$ cat config.mk
export PLATFORM = sky130hd
export DESIGN_NAME = boot_loader
export DESIGN_NICKNAME = d
export VERILOG_FILES = /design/src/rtl/boot_loader_pkg.sv /design/src/rtl/boot_loader_word_packer.sv /design/src/rtl/boot_loader.sv
export SDC_FILE = /design/constraint.sdc
export NUM_CORES = 1
export LEC_CHECK = 0
export BUFFER_PORTS_ARGS = -buffer_cell sky130_fd_sc_hd__buf_4
export CAP_MARGIN = 25
export CORE_AREA = 2 2 98 137
export CTS_BUF_LIST = sky130_fd_sc_hd__clkbuf_4 sky130_fd_sc_hd__clkbuf_8
export CTS_CLUSTER_DIAMETER = 150
export DETAILED_ROUTE_END_ITERATION = 8
export DIE_AREA = 0 0 100 139
export PLACE_DENSITY = 0.8
export SETUP_SLACK_MARGIN = 0.05
export SLEW_MARGIN = 40
export SYNTH_ARGS = -nofsm -noshare
export SYNTH_HDL_FRONTEND = slang
export SYNTH_SLANG_ARGS = --single-unit
$ cat constraint.sdc
create_clock -name clock -period 2.6 [get_ports clock]
set_input_delay 0 -clock clock [delete_from_list [all_inputs] [get_ports clock]]
set_output_delay 0 -clock clock [all_outputs]
set_load 0.03 [all_outputs]
$ cat src/rtl/boot_loader_pkg.sv
// Shared types and constants for the boot loader: FSM state encoding and stream/word widths.
package boot_loader_pkg;

    localparam int LEN_BYTES = 4;
    localparam int BYTE_W    = 8;
    localparam int WORD_W    = 32;

    typedef enum logic [2:0] {
        IDLE,
        LEN,
        DATA,
        DONE,
        ERROR
    } state_e;

endpackage

$ cat src/rtl/boot_loader_word_packer.sv
// Word packer: assembles stream bytes into one little-endian 32-bit word, lane by lane.
module boot_loader_word_packer
    import boot_loader_pkg::*;
(
    input  logic              clock,
    input  logic              reset,
    input  logic              clear,
    input  logic              insert,
    input  logic [1:0]        lane,
    input  logic              last,
    input  logic [BYTE_W-1:0] byte_in,
    output logic [WORD_W-1:0] word,
    output logic              word_ready
);

    // An insert in the same cycle as a clear lands in an otherwise empty word.
    genvar gi;
    generate
        for (gi = 0; gi < WORD_W / BYTE_W; gi++) begin : g_lane
            logic [BYTE_W-1:0] lane_q;
            logic [BYTE_W-1:0] lane_d;

            always_comb begin
                lane_d = clear ? '0 : lane_q;
                if (insert && (lane == 2'(gi))) begin
                    lane_d = byte_in;
                end
            end

            always_ff @(posedge clock or negedge reset) begin
                if (!reset) begin
                    lane_q <= '0;
                end else begin
                    lane_q <= lane_d;
                end
            end

            assign word[gi*BYTE_W +: BYTE_W] = lane_q;
        end
    endgenerate

    // True when the byte at this lane would finish the word.
    assign word_ready = last || (lane == 2'd3);

endmodule

$ cat src/rtl/boot_loader.sv
// Boot loader: takes a 4-byte length header plus payload, writes 32-bit words to
// instruction memory and holds the CPU in reset until the image is complete.
module boot_loader
    import boot_loader_pkg::*;
#(
    parameter int MEM_BYTES = 4096,
    parameter int ADDR_W    = $clog2(MEM_BYTES / 4)
) (
    input  logic              clock,
    input  logic              reset,
    input  logic              start,
    input  logic              in_valid,
    input  logic [BYTE_W-1:0] in_data,
    output logic              in_ready,
    output logic              mem_wr_en,
    output logic [ADDR_W-1:0] mem_wr_addr,
    output logic [WORD_W-1:0] mem_wr_data,
    output logic              cpu_reset,
    output logic              busy,
    output logic              done,
    output logic              error,
    output logic [ADDR_W:0]   words_loaded
);

    localparam logic [31:0]   MAX_LEN  = 32'(MEM_BYTES);
    localparam logic [31:0]   HDR_LAST = 32'(LEN_BYTES - 1);
    localparam logic [ADDR_W:0] WORD_ONE = (ADDR_W + 1)'(1);

    state_e          state_q, state_d;
    logic [31:0]     len_q, len_d;
    logic [31:0]     cnt_q, cnt_d;
    logic [ADDR_W:0] words_q, words_d;
    logic            wr_en_q, wr_en_d;
    logic            last_q, last_d;

    logic        in_ready_c;
    logic [31:0] full_len;
    logic        pk_insert;
    logic        pk_clear;
    logic        pk_last;
    logic        pk_ready;

    assign pk_last = (cnt_q == len_q - 32'd1);

    boot_loader_word_packer u_packer (
        .clock      (clock),
        .reset      (reset),
        .clear      (pk_clear),
        .insert     (pk_insert),
        .lane       (cnt_q[1:0]),
        .last       (pk_last),
        .byte_in    (in_data),
        .word       (mem_wr_data),
        .word_ready (pk_ready)
    );

    always_comb begin
        state_d    = state_q;
        len_d      = len_q;
        cnt_d      = cnt_q;
        words_d    = words_q;
        wr_en_d    = 1'b0;
        last_d     = last_q;
        in_ready_c = 1'b0;
        pk_insert  = 1'b0;
        pk_clear   = wr_en_q;
        // Header arrives LSB first, so shifting in from the top leaves byte 0 in [7:0].
        full_len   = {in_data, len_q[31:8]};

        if (wr_en_q) begin
            words_d = words_q + WORD_ONE;
        end

        case (state_q)
            LEN: begin
                in_ready_c = 1'b1;
                if (in_valid) begin
                    len_d = full_len;
                    cnt_d = cnt_q + 32'd1;
                    if (cnt_q == HDR_LAST) begin
                        cnt_d = '0;
                        if (full_len == 32'd0) begin
                            state_d = DONE;
                        end else if (full_len > MAX_LEN) begin
                            state_d = ERROR;
                        end else begin
                            state_d = DATA;
                        end
                    end
                end
            end
            DATA: begin
                // Stop accepting once the whole payload is in; only the final write remains.
                in_ready_c = (cnt_q != len_q);
                if (in_ready_c && in_valid) begin
                    pk_insert = 1'b1;
                    cnt_d     = cnt_q + 32'd1;
                    if (pk_ready) begin
                        wr_en_d = 1'b1;
                        last_d  = pk_last;
                    end
                end
                if (wr_en_q && last_q) begin
                    state_d = DONE;
                end
            end
            default: begin
                if (start) begin
                    state_d  = LEN;
                    len_d    = '0;
                    cnt_d    = '0;
                    words_d  = '0;
                    last_d   = 1'b0;
                    pk_clear = 1'b1;
                end
            end
        endcase
    end

    always_ff @(posedge clock or negedge reset) begin
        if (!reset) begin
            state_q <= IDLE;
            len_q   <= '0;
            cnt_q   <= '0;
            words_q <= '0;
            wr_en_q <= 1'b0;
            last_q  <= 1'b0;
        end else begin
            state_q <= state_d;
            len_q   <= len_d;
            cnt_q   <= cnt_d;
            words_q <= words_d;
            wr_en_q <= wr_en_d;
            last_q  <= last_d;
        end
    end

    assign in_ready     = in_ready_c;
    assign mem_wr_en    = wr_en_q;
    assign mem_wr_addr  = words_q[ADDR_W-1:0];
    assign words_loaded = words_q;
    assign cpu_reset    = (state_q != DONE);
    assign busy         = (state_q == LEN) || (state_q == DATA);
    assign done         = (state_q == DONE);
    assign error        = (state_q == ERROR);

endmodule

==> metrics, run 1 <==
CTS Buf Count=9; Comb pwr share=around three fifths; CTS HTree Levels=3; gr ovfl total=0; Compound-Gate Fraction of Synth Area=between 10% and 20%; CP required=2.60 ns; Min-Delay Path Class=input pin to flip-flop; CTS root buffer=clkbuf_8; synth unique cells=65; Simple-Gate Fraction of Synth Area=between 20% and 30%; row count=49; Worst-Margin Slew=0.731 ns; reg2reg setup slack=~0.1 ns; initial cell density of the core=between 50% and 60%; dpl hpwl=about 15000 microns; HP Start=start; Lkg Pwr=~4 nW; Post-Synth Adder-Cell Area=under 10%; CTS Buffer Depth=2; Placed Area=between 8000 and 9000 sq um; die height=139 microns; mux share of post-synthesis cell area=4.90%; area grow syn2layout=27.1%; Psw=4.17 mW; fin crit period=~2.6 ns; gp weighted congestion=0.975; peak supply drop=0.534 mV; First-pass DRT Iterations=6; Mapped Cells=between 700 and 800; Die W=~100 microns; Avg Vias per Cell=about 6.3; clk_skew=between 0.01 and 0.015 ns; max_slew headroom=around half; share of cells above drive strength 1=28.5%; RSZ-0062 raised after global routing=yes; Slew Limit Fails=0; critical path, cell by cell=xnor2_2 > nand4_1 > or4_4 > or2_4 > buf_6 > nand2_4 > a21oi_4 > buf_6; xor and xnor area share after synthesis=approximately 7%; delay of the slowest critical-path stage=between 0.6 and 0.7 ns; MaxCap Viol Count=0; fmax=roughly 390 MHz; PD cells=1040 nW/um^2; vias in the first global route=about 6500; Tcrit/Tclk final=a little over nine tenths; Final TNS setup=0 ns; Routed WL=between 20000 and 25000 microns; Worst-path clk slew=roughly 0.11 ns; Iter 0 DRT Violations=between 500 and 600; worst reg2reg startpoint=cnt_q[21]; ys async rst share=100%; R2R Path End=u_packer.g_lane[3].lane_q[5]; crit end category=output pin; most frequent cell on the critical path=buf_6; Seq cells post-synth=~110; Mapped Area=6950 sq um; largest net degree at the start of global routing=60; main combinational cell family by area after synthesis=simple AND/OR/NAND/NOR gates; DR DRC count=0; Ports=71; hold-critical path depth=5; routed len/inst=18.7 microns; CP Max Fanout=3; Slowest-stage cell, CP=or4_4; Clk Latency, worst-skew pair=~0.39 ns; Worst Reg-to-Reg Cells=7; class of the most critical setup path=flip-flop to output pin; Port Buffer Count=70; fin nets=approximately 950; Synth Flop Type=dfrtp_1; Hold Path Sink=last_q; ANT cells=0; Core Area=about 13000 sq um; number of synthesized flops with an enable pin=0; outcome=finished clean; Clock power frac=12.4%; vias post-DR=between 6000 and 7000; critical path arrival=2.57 ns; Routed Antenna Nets=0; syn_nets=~800; CTS tree=yes; P_int=5.01 mW; Tot GR Track Use=around 29%; clk sinks=roughly 110; first-pass GRT wire length=about 32000 microns; Seq pwr share=26.7%; count of final setup violators=0; Net Sw Frac=a little under half; Avg Cell Area, Syn=8.70 sq um; Seq/Total Area, Yosys=~40%; initial antenna violation count=0; die area=13900 sq um; Hold Vio Cnt, Final=0; startpoint types=flip-flop; Synth Warn #=0; post-route cell area=8830 sq um
timing repair:
item                       4_1_cts  5_1_grt
gates cloned                     0        0
hold endpoints to repair        93        0
hold buffers                     9        0
setup buffers                    1       20
pin swaps                        1       27
setup endpoints to repair       24       43
gates resized for setup         17       43
per-stage QoR:
step / cells / power (mW) / util, % / hold slack, ns / worst slack (ns)
2_1_floorplan: 799 / 5.33 / - / -0.296 / 0.185
3_3_place_gp: 1045 / 7.05 / 63.2 / 0.101 / 0.0898
3_5_place_dp: 1045 / 7.11 / 63.2 / 0.0960 / 0.0361
4_1_cts: 1071 / 8.37 / 66.6 / 0.116 / 0.0485
5_1_grt: 1091 / 9.63 / 69.3 / 0.153 / -0.00448
6_report: 1091 / 9.18 / 69.3 / 0.143 / 0.0273
how the worst max path moves through the flow:
stage / end / cells past startpoint / slack [ns] / from
2_1_floorplan: cnt_q[11] / 9 / 0.18 / cnt_q[0]
3_3_place_gp: u_packer.g_lane[2].lane_q[7] / 7 / 0.09 / cnt_q[18]
3_5_place_dp: u_packer.g_lane[3].lane_q[1] / 7 / 0.04 / cnt_q[18]
4_1_cts: in_ready / 8 / 0.05 / len_q[18]
5_1_grt: in_ready / 8 / -0.004 / cnt_q[21]
6_report: in_ready / 8 / 0.03 / cnt_q[21]
cell usage in the layout, fill, tap and decap left out, types with 18 or more instances in the layout:
| cell type | n |
|---|---|
| o21ai_0 | 46 |
| nor2_1 | 35 |
| nand3_1 | 28 |
| mux2i_1 | 34 |
| a21oi_1 | 33 |
| buf_4 | 174 |
| dfrtp_1 | 101 |
| xnor2_1 | 23 |
| nand2_1 | 134 |
| nand4_1 | 18 |
| inv_1 | 20 |
routing by layer:
metal  global-route usage, %  vias to the layer above  routed length, microns  share of wire [%]
li1                        -                     3106                       -                  -
met1                    34.9                     3259                    7730                 38
met2                    48.5                      366                   10200                 50
met3                    3.78                       98                    1150                5.7
met4                    16.2                        0                    1250                6.1
met5                       0                        -                       0                  0
worst max-delay path: cells and delay by family, from the launching register on:
kind / cells / cell delay, ns
xor+xnor: 1 / 0.26
compound gates: 1 / 0.05
simple gates: 4 / 1.16
buf+inv: 2 / 0.28
flops: 1 / 0.44
synth_stat cells (all sizes together), types with 5 or more instances:
cell type / number / area share, %
nor4: 18 / 2.1
and3: 9 / 0.81
inv: 21 / 1.1
a211oi: 6 / 0.65
xor2: 17 / 2.1
nor2: 36 / 1.9
clkbuf: 35 / 1.9
mux2i: 34 / 4.9
xnor2: 40 / 5.0
nand4: 18 / 1.6
nand2: 139 / 7.9
a21oi: 34 / 2.4
o31ai: 11 / 1.2
o211ai: 8 / 0.86
nor3: 21 / 1.7
nand4b: 6 / 0.76
nor2b: 8 / 0.72
and4: 5 / 0.63
dfrtp: 112 / 40
or3: 17 / 1.5
o21ai: 57 / 4.3
ha: 6 / 1.1
or4: 19 / 2.1
nand3: 32 / 2.6
nand2b: 6 / 0.54
buf: 34 / 3.1
sequential cells by signal (all words and copies together) (netlist names):
| name | flops |
|---|---|
| last_q | 1 |
| state_q | 3 |
| cnt_q | 32 |
| mem_wr_en | 1 |
| len_q | 32 |
| u_packer.g_lane.lane_q | 32 |
| words_loaded | 11 |
power by group through the flow:
stage          Clock, mW  Sequential, mW  Combinational [mW]
2_1_floorplan          0            2.27                3.06
3_3_place_gp           0            2.40                4.65
3_5_place_dp           0            2.42                4.69
4_1_cts             1.15            2.42                4.80
5_1_grt             1.21            2.48                5.94
6_report            1.14            2.45                5.59
cell type report:
cell class                 instances  area (sq um)
clock inverter                     7           101
tap                              153           191
inverter                          21          78.8
sequential                       112          2820
timing repair buffer             192          1540
clock buffer                       9           124
multi-input combinational        597          3980
fill                             904          3920
logic make-up (layout without fill, tap and decap cells):
family | count (synthesis) | after routing
AND/OR/NAND/NOR | 355 | 355
AO/OA/AOI/OAI | 145 | 145
flip-flops | 112 | 112
buffers and inverters | 90 | 229
XOR/XNOR | 57 | 57
multiplexers | 34 | 34
adder cells (fa/ha/maj) | 6 | 6
Power figures use the tool's default switching activity.
==> inputs of run 2 (changes only) <==
==> constraint.sdc (replaced) <==
create_clock -name clock -period 2.6 [get_ports clock]
set_input_delay 0.78 -clock clock [delete_from_list [all_inputs] [get_ports clock]]
set_output_delay 0.78 -clock clock [all_outputs]
set_load 0.03 [all_outputs]
==> run 2 against run 1 <==
  * The run now ends with setup timing left
  * Highest routed layer unchanged
  * Sequential cell count did not move
  * Sequential share of layout area is 1.1 points lower
  * Sequential power is 5% lower
  * Largest cell class unchanged
  * Worst hold slack better by 0.20 ns
  * Global-route usage grew 4.0 points
  * Via count increased by 3.2%
  * Utilization is 2.2 points higher
  * Count of clock-buffer cells in the layout is the same
  * Clock skew rose by 0.0030 ns
  * Wire length increased by 14%
  * Design area increased by 3.2%
  * Fmax shrank 17%
==> metrics, run 2 (synthesis results as in run 1) <==
grt met2 use=between 50% and 60%; critical path, cell by cell=xor2_1 > nand4b_1 > or4_4 > or2_4 > nand2_4 > a21oi_4 > buf_6; Lkg Pwr=between 4 and 5 nW; fmax=around 320 MHz; dpl hpwl=16800 microns; CTS root buffer=clkbuf_8; critical path arrival=around 2.3 ns; die area=13900 sq um; R2R Path End=mem_wr_en; delay of the slowest critical-path stage=around 0.55 ns; Slew Limit Fails=0; CTS Buffer Depth=2; count of final setup violators=2; grt met3 use=roughly 4.2%; CTS tree=yes; Tcrit/Tclk final=120%; Setup WS post-layout=-0.518 ns; ANT cells=0; gp weighted congestion=~1.1; post-route cell area=9120 sq um; Slowest-stage cell, CP=or4_4; peak supply drop=0.586 mV; Port Buffer Count=70; placed cells=1104; FILL cells=~960; biggest regs=cnt_q (32), len_q (32), u_packer.g_lane.lane_q (32); GR Util met1=between 30 and 40%; max_slew headroom=between 60% and 70%; area grow syn2layout=31.3%; Seq pwr share=roughly a quarter; first-pass GRT wire length=around 35000 microns; Tot GR Track Use=32.7%; Die W=100 microns; PD cells=~1100 nW/um^2; worst reg2reg startpoint=len_q[16]; final hold slack=0.341 ns; Core Area=12800 sq um; RSZ-0062 raised after global routing=yes; class of the most critical setup path=flip-flop to output pin; Critical Path End=in_ready; row count=49; Ports=71; First-pass DRT Iterations=5; Psw=4.44 mW; Comb pwr share=65.5%; clk sinks=roughly 110; vias in the first global route=between 6000 and 7000; initial antenna violation count=0; P_int=roughly 5.5 mW; startpoint types=flip-flop; Worst-path clk slew=around 0.12 ns; vias post-DR=7049; Worst-Margin Slew=between 0.5 and 0.6 ns; DR DRC count=0; Finished Layout Cells=1136; Final Util=between 70% and 80%; fin crit period=around 3.1 ns; largest net degree at the start of global routing=between 40 and 50; fin nets=about 1000; MaxCap Viol Count=0; most common cell after layout, fill and taps aside=buf_4; outcome=finished, violations left; CTS HTree Levels=3; worst slack, placed=-0.133 ns; reg2reg setup slack=-0.01 ns; Clock power frac=between 10 and 15%; clk_skew=0.0139 ns; Worst Reg-to-Reg Cells=10; Net Sw Frac=44.8%; highest-count cells in the layout ignoring fill and taps=223 x buf_4, 134 x nand2_1, 107 x dfrtp_1; Iter 0 DRT Violations=slightly above 600; Min-Delay Path Class=input pin to asynchronous set/reset pin; Placed Area=between 8000 and 9000 sq um; Setup crit start=len_q[11]; CP required=around 1.8 ns; Routed WL=23100 microns; die height=~140 microns; CP Max Fanout=2; gr ovfl total=0; share of cells above drive strength 1=about 32%; total power=about 10 mW; Routed Antenna Nets=0; failing checks=setup timing; CTS Buf Count=9; routed len/inst=approximately 20 microns; crit end category=output pin; Avg Vias per Cell=between 6 and 7; Hold Vio Cnt, Final=0; most used routing layer=met2; Final TNS setup=-0.525 ns; initial cell density of the core=54.5%; Clk Latency, worst-skew pair=0.41 ns
==> run 2: cell count changes in the layout (fill, tap and decap cells not counted), sizes merged <==
cell	before	now
buf	183	236
bufinv	1	0
clkinvlp	1	0
dlygate4sd3	9	0
inv	23	25
nand2	139	140
==> run 2: metal layers <==
metal	vias to the layer above	part of all wire [%]
li1	3187	-
met1	3375	36
met2	362	49
met3	125	6.8
met4	0	8.4
met5	-	0
==> run 2: what timing repair did <==
action	4_1_cts	5_1_grt
hold endpoints to repair	0	0
setup endpoints to repair	36	51
pin swaps	12	16
hold buffers	0	0
buffers inserted	7	8
gates resized for setup	12	43
gates cloned	0	1
==> run 2: worst min-delay path by stage <==
stage / start / to / slack [ns]
after floorplan: reset / cnt_q[0] / 0.48
after global placement: u_packer.g_lane[1].lane_q[0] / u_packer.g_lane[1].lane_q[0] / 0.52
after detailed placement: u_packer.g_lane[0].lane_q[4] / u_packer.g_lane[0].lane_q[4] / 0.52
after CTS: reset / len_q[25] / 0.36
after global routing: reset / u_packer.g_lane[1].lane_q[5] / 0.38
final: reset / cnt_q[24] / 0.34
==> run 2: power groups by stage <==
stage / clock network (mW) / registers (mW) / logic (mW)
finish: 1.09 / 2.32 / 6.48
global route: 1.16 / 2.35 / 6.92
CTS: 1.10 / 2.28 / 5.79
detailed placement: 0 / 2.32 / 5.48
global placement: 0 / 2.30 / 5.46
floorplan: 0 / 2.28 / 3.14
==> run 2: cell type report <==
type,instances,area [sq um],share of cell area (%)
clock inverter,7,81.3,0.892
timing repair buffer,236,1850,20.3
sequential,112,2810,30.8
multi-input combinational,598,3990,43.7
clock buffer,9,124,1.36
tap,153,191,2.10
inverter,21,78.8,0.864
==> run 2: critical path, delay by kind of cell, from the launching register on <==
family          cells  cell delay, ns
compound gates      1            0.05
xor+xnor            1            0.17
flops               1            0.48
buf+inv             1            0.14
simple gates        4            1.09
==> inputs of run 3 (changes only) <==
Settings changed: CORE_AREA 2 2 98 137 to 2 2 142 172, DIE_AREA 0 0 100 139 to 0 0 144 174, PLACE_DENSITY 0.8 to 0.5.
==> run 3 against run 2 <==
  * Register-to-register slack gained 0.10 ns
  * Die area up 80%
  * Sequential power is 2% lower
  * Largest cell class unchanged
  * The run still ends with setup timing left
  * First-iteration DRC count decreased by 15%
  * Design area up 2.4%
  * Fmax is 0.20% lower
==> metrics, run 3 (synthesis results as in run 1) <==
Hold Vio Cnt, Final=0; Worst-path clk slew=0.13 ns; Slew Limit Fails=0; CTS Buffer Depth=2; critical path arrival=about 2.3 ns; row count=62; Seq pwr share=a little under a quarter; fin crit period=between 3 and 4 ns; Min-Delay Path Class=input pin to asynchronous set/reset pin; placed cells=between 1000 and 1500; Final TNS setup=-0.525 ns; Die W=about 140 microns; initial antenna violation count=0; total power=a little under 10 mW; Ports=between 70 and 80; fmax=between 300 and 400 MHz; failing checks=setup timing; biggest regs=cnt_q (32), len_q (32), u_packer.g_lane.lane_q (32); met1 wire length=between 10000 and 15000 microns; RSZ-0062 raised after global routing=yes; PD cells=1040 nW/um^2; vias post-DR=6626; post-route cell area=9340 sq um; ANT cells=0; Comb pwr share=65.2%; CTS Buf Count=9; first-pass GRT wire length=about 37000 microns; Placed Area=around 8900 sq um; Psw=between 4 and 5 mW; Net Sw Frac=between 40% and 50%; area grow syn2layout=34.5%; CTS HTree Levels=3; CP required=1.82 ns; worst slack, placed=-0.163 ns; cts-stage hold buffer count=0; max_slew headroom=about three fifths; Final Util=around 40%; die height=about 170 microns; initial cell density of the core=just under 30%; Clock power frac=a little under an eighth; Lkg Pwr=between 4 and 5 nW; Worst-Margin Slew=roughly 0.57 ns; Core Area=about 24000 sq um; largest net degree at the start of global routing=between 60 and 70; DR DRC count=0; Iter 0 DRT Violations=between 500 and 600; top layer in use=met4; Tcrit/Tclk final=120%; CTS tree=yes; crit end category=output pin; Port Buffer Count=70; final hold slack=around 0.30 ns; Tot GR Track Use=between 10% and 20%; outcome=finished, violations left; CP Max Fanout=2; class of the most critical setup path=flip-flop to output pin; CTS root buffer=clkbuf_8; clk sinks=112; Setup WS post-layout=-0.525 ns; First-pass DRT Iterations=5; Avg Vias per Cell=5.07; dpl hpwl=between 15000 and 20000 microns; die area=~25000 sq um; Finished Layout Cells=1307; most common cell after layout, fill and taps aside=buf_4; Routed Antenna Nets=0; gr ovfl total=0; Clk Latency, worst-skew pair=approximately 0.42 ns; share of cells above drive strength 1=32.1%; gp weighted congestion=around 0.87; count of final setup violators=1; vias in the first global route=6375; clk_skew=around 0.013 ns; MaxCap Viol Count=0; FILL cells=2411; Routed WL=23400 microns; fin nets=1000; highest-count cells in the layout ignoring fill and taps=232 x buf_4, 134 x nand2_1, 109 x dfrtp_1; P_int=roughly 5.4 mW; peak supply drop=about 0.36 mV; startpoint types=flip-flop; routed len/inst=between 15 and 20 microns; met2 WL=around 12000 microns; DR WL met3=~680 microns
-- run 3: changes by cell type in the layout (fill, tap and decap cells not counted), moves of 2 or more --
cell,previous run,this run
or4_4,4,2
buf_4,223,232
xnor2_2,13,10
xnor2_1,27,29
or4_1,15,17
buf_6,9,4
dfrtp_1,107,109
buf_12,3,5
dfrtp_2,5,3
-- run 3: worst paths after layout --
kind,end,slack [ns],startpoint,cells past startpoint
setup / recovery,in_ready,-0.52,cnt_q[16],7
hold / removal,words_loaded[7],0.30,reset,1
setup reg to reg,last_q,0.09,len_q[7],10
min in group clock,u_packer.g_lane[2].lane_q[2],0.54,u_packer.g_lane[2].lane_q[2],2
max in group asynchronous,u_packer.g_lane[3].lane_q[7],1.65,reset,2
hold reg to reg,u_packer.g_lane[2].lane_q[2],0.54,u_packer.g_lane[2].lane_q[2],2
-- run 3: layout make-up --
| class | instances | area [sq um] | share of cell area (%) |
|---|---|---|---|
| timing repair buffer | 241 | 1890 | 20.2 |
| sequential | 112 | 2810 | 30.0 |
| inverter | 21 | 78.8 | 0.844 |
| multi-input combinational | 597 | 3970 | 42.5 |
| clock buffer | 9 | 124 | 1.33 |
| tap | 320 | 400 | 4.28 |
| clock inverter | 7 | 75.1 | 0.803 |
-- run 3: routing by layer --
| metal | up-vias | global-route usage (%) |
|---|---|---|
| met2 | 134 | 31.2 |
| met1 | 3257 | 25.9 |
| li1 | 3203 | - |
| met3 | 32 | 2.42 |
| met5 | - | 0 |
| met4 | 0 | 6.70 |
-- run 3: worst max-delay path, stage by stage, from the launching register on --
cell and delay (ns):
dfrtp_2 0.50, xnor2_4 0.20, nand4b_1 0.12, or4_4 0.58, or2_4 0.26, nand2_4 0.07, a21oi_4 0.05, buf_6 0.14
-- run 3: what timing repair did --
action | in CTS | in global routing
hold endpoints to repair | 0 | 0
gates resized for setup | 13 | 32
pin swaps | 12 | 12
setup buffers | 7 | 3
endpoints found under the setup margin | 37 | 59
-- run 3: power groups by stage --
stage | clock network, mW | registers, mW | logic [mW]
4_1_cts | 1.17 | 2.26 | 6.16
3_3_place_gp | 0 | 2.28 | 5.89
5_1_grt | 1.22 | 2.30 | 6.87
3_5_place_dp | 0 | 2.29 | 5.88
2_1_floorplan | 0 | 2.28 | 3.14
6_report | 1.12 | 2.27 | 6.35
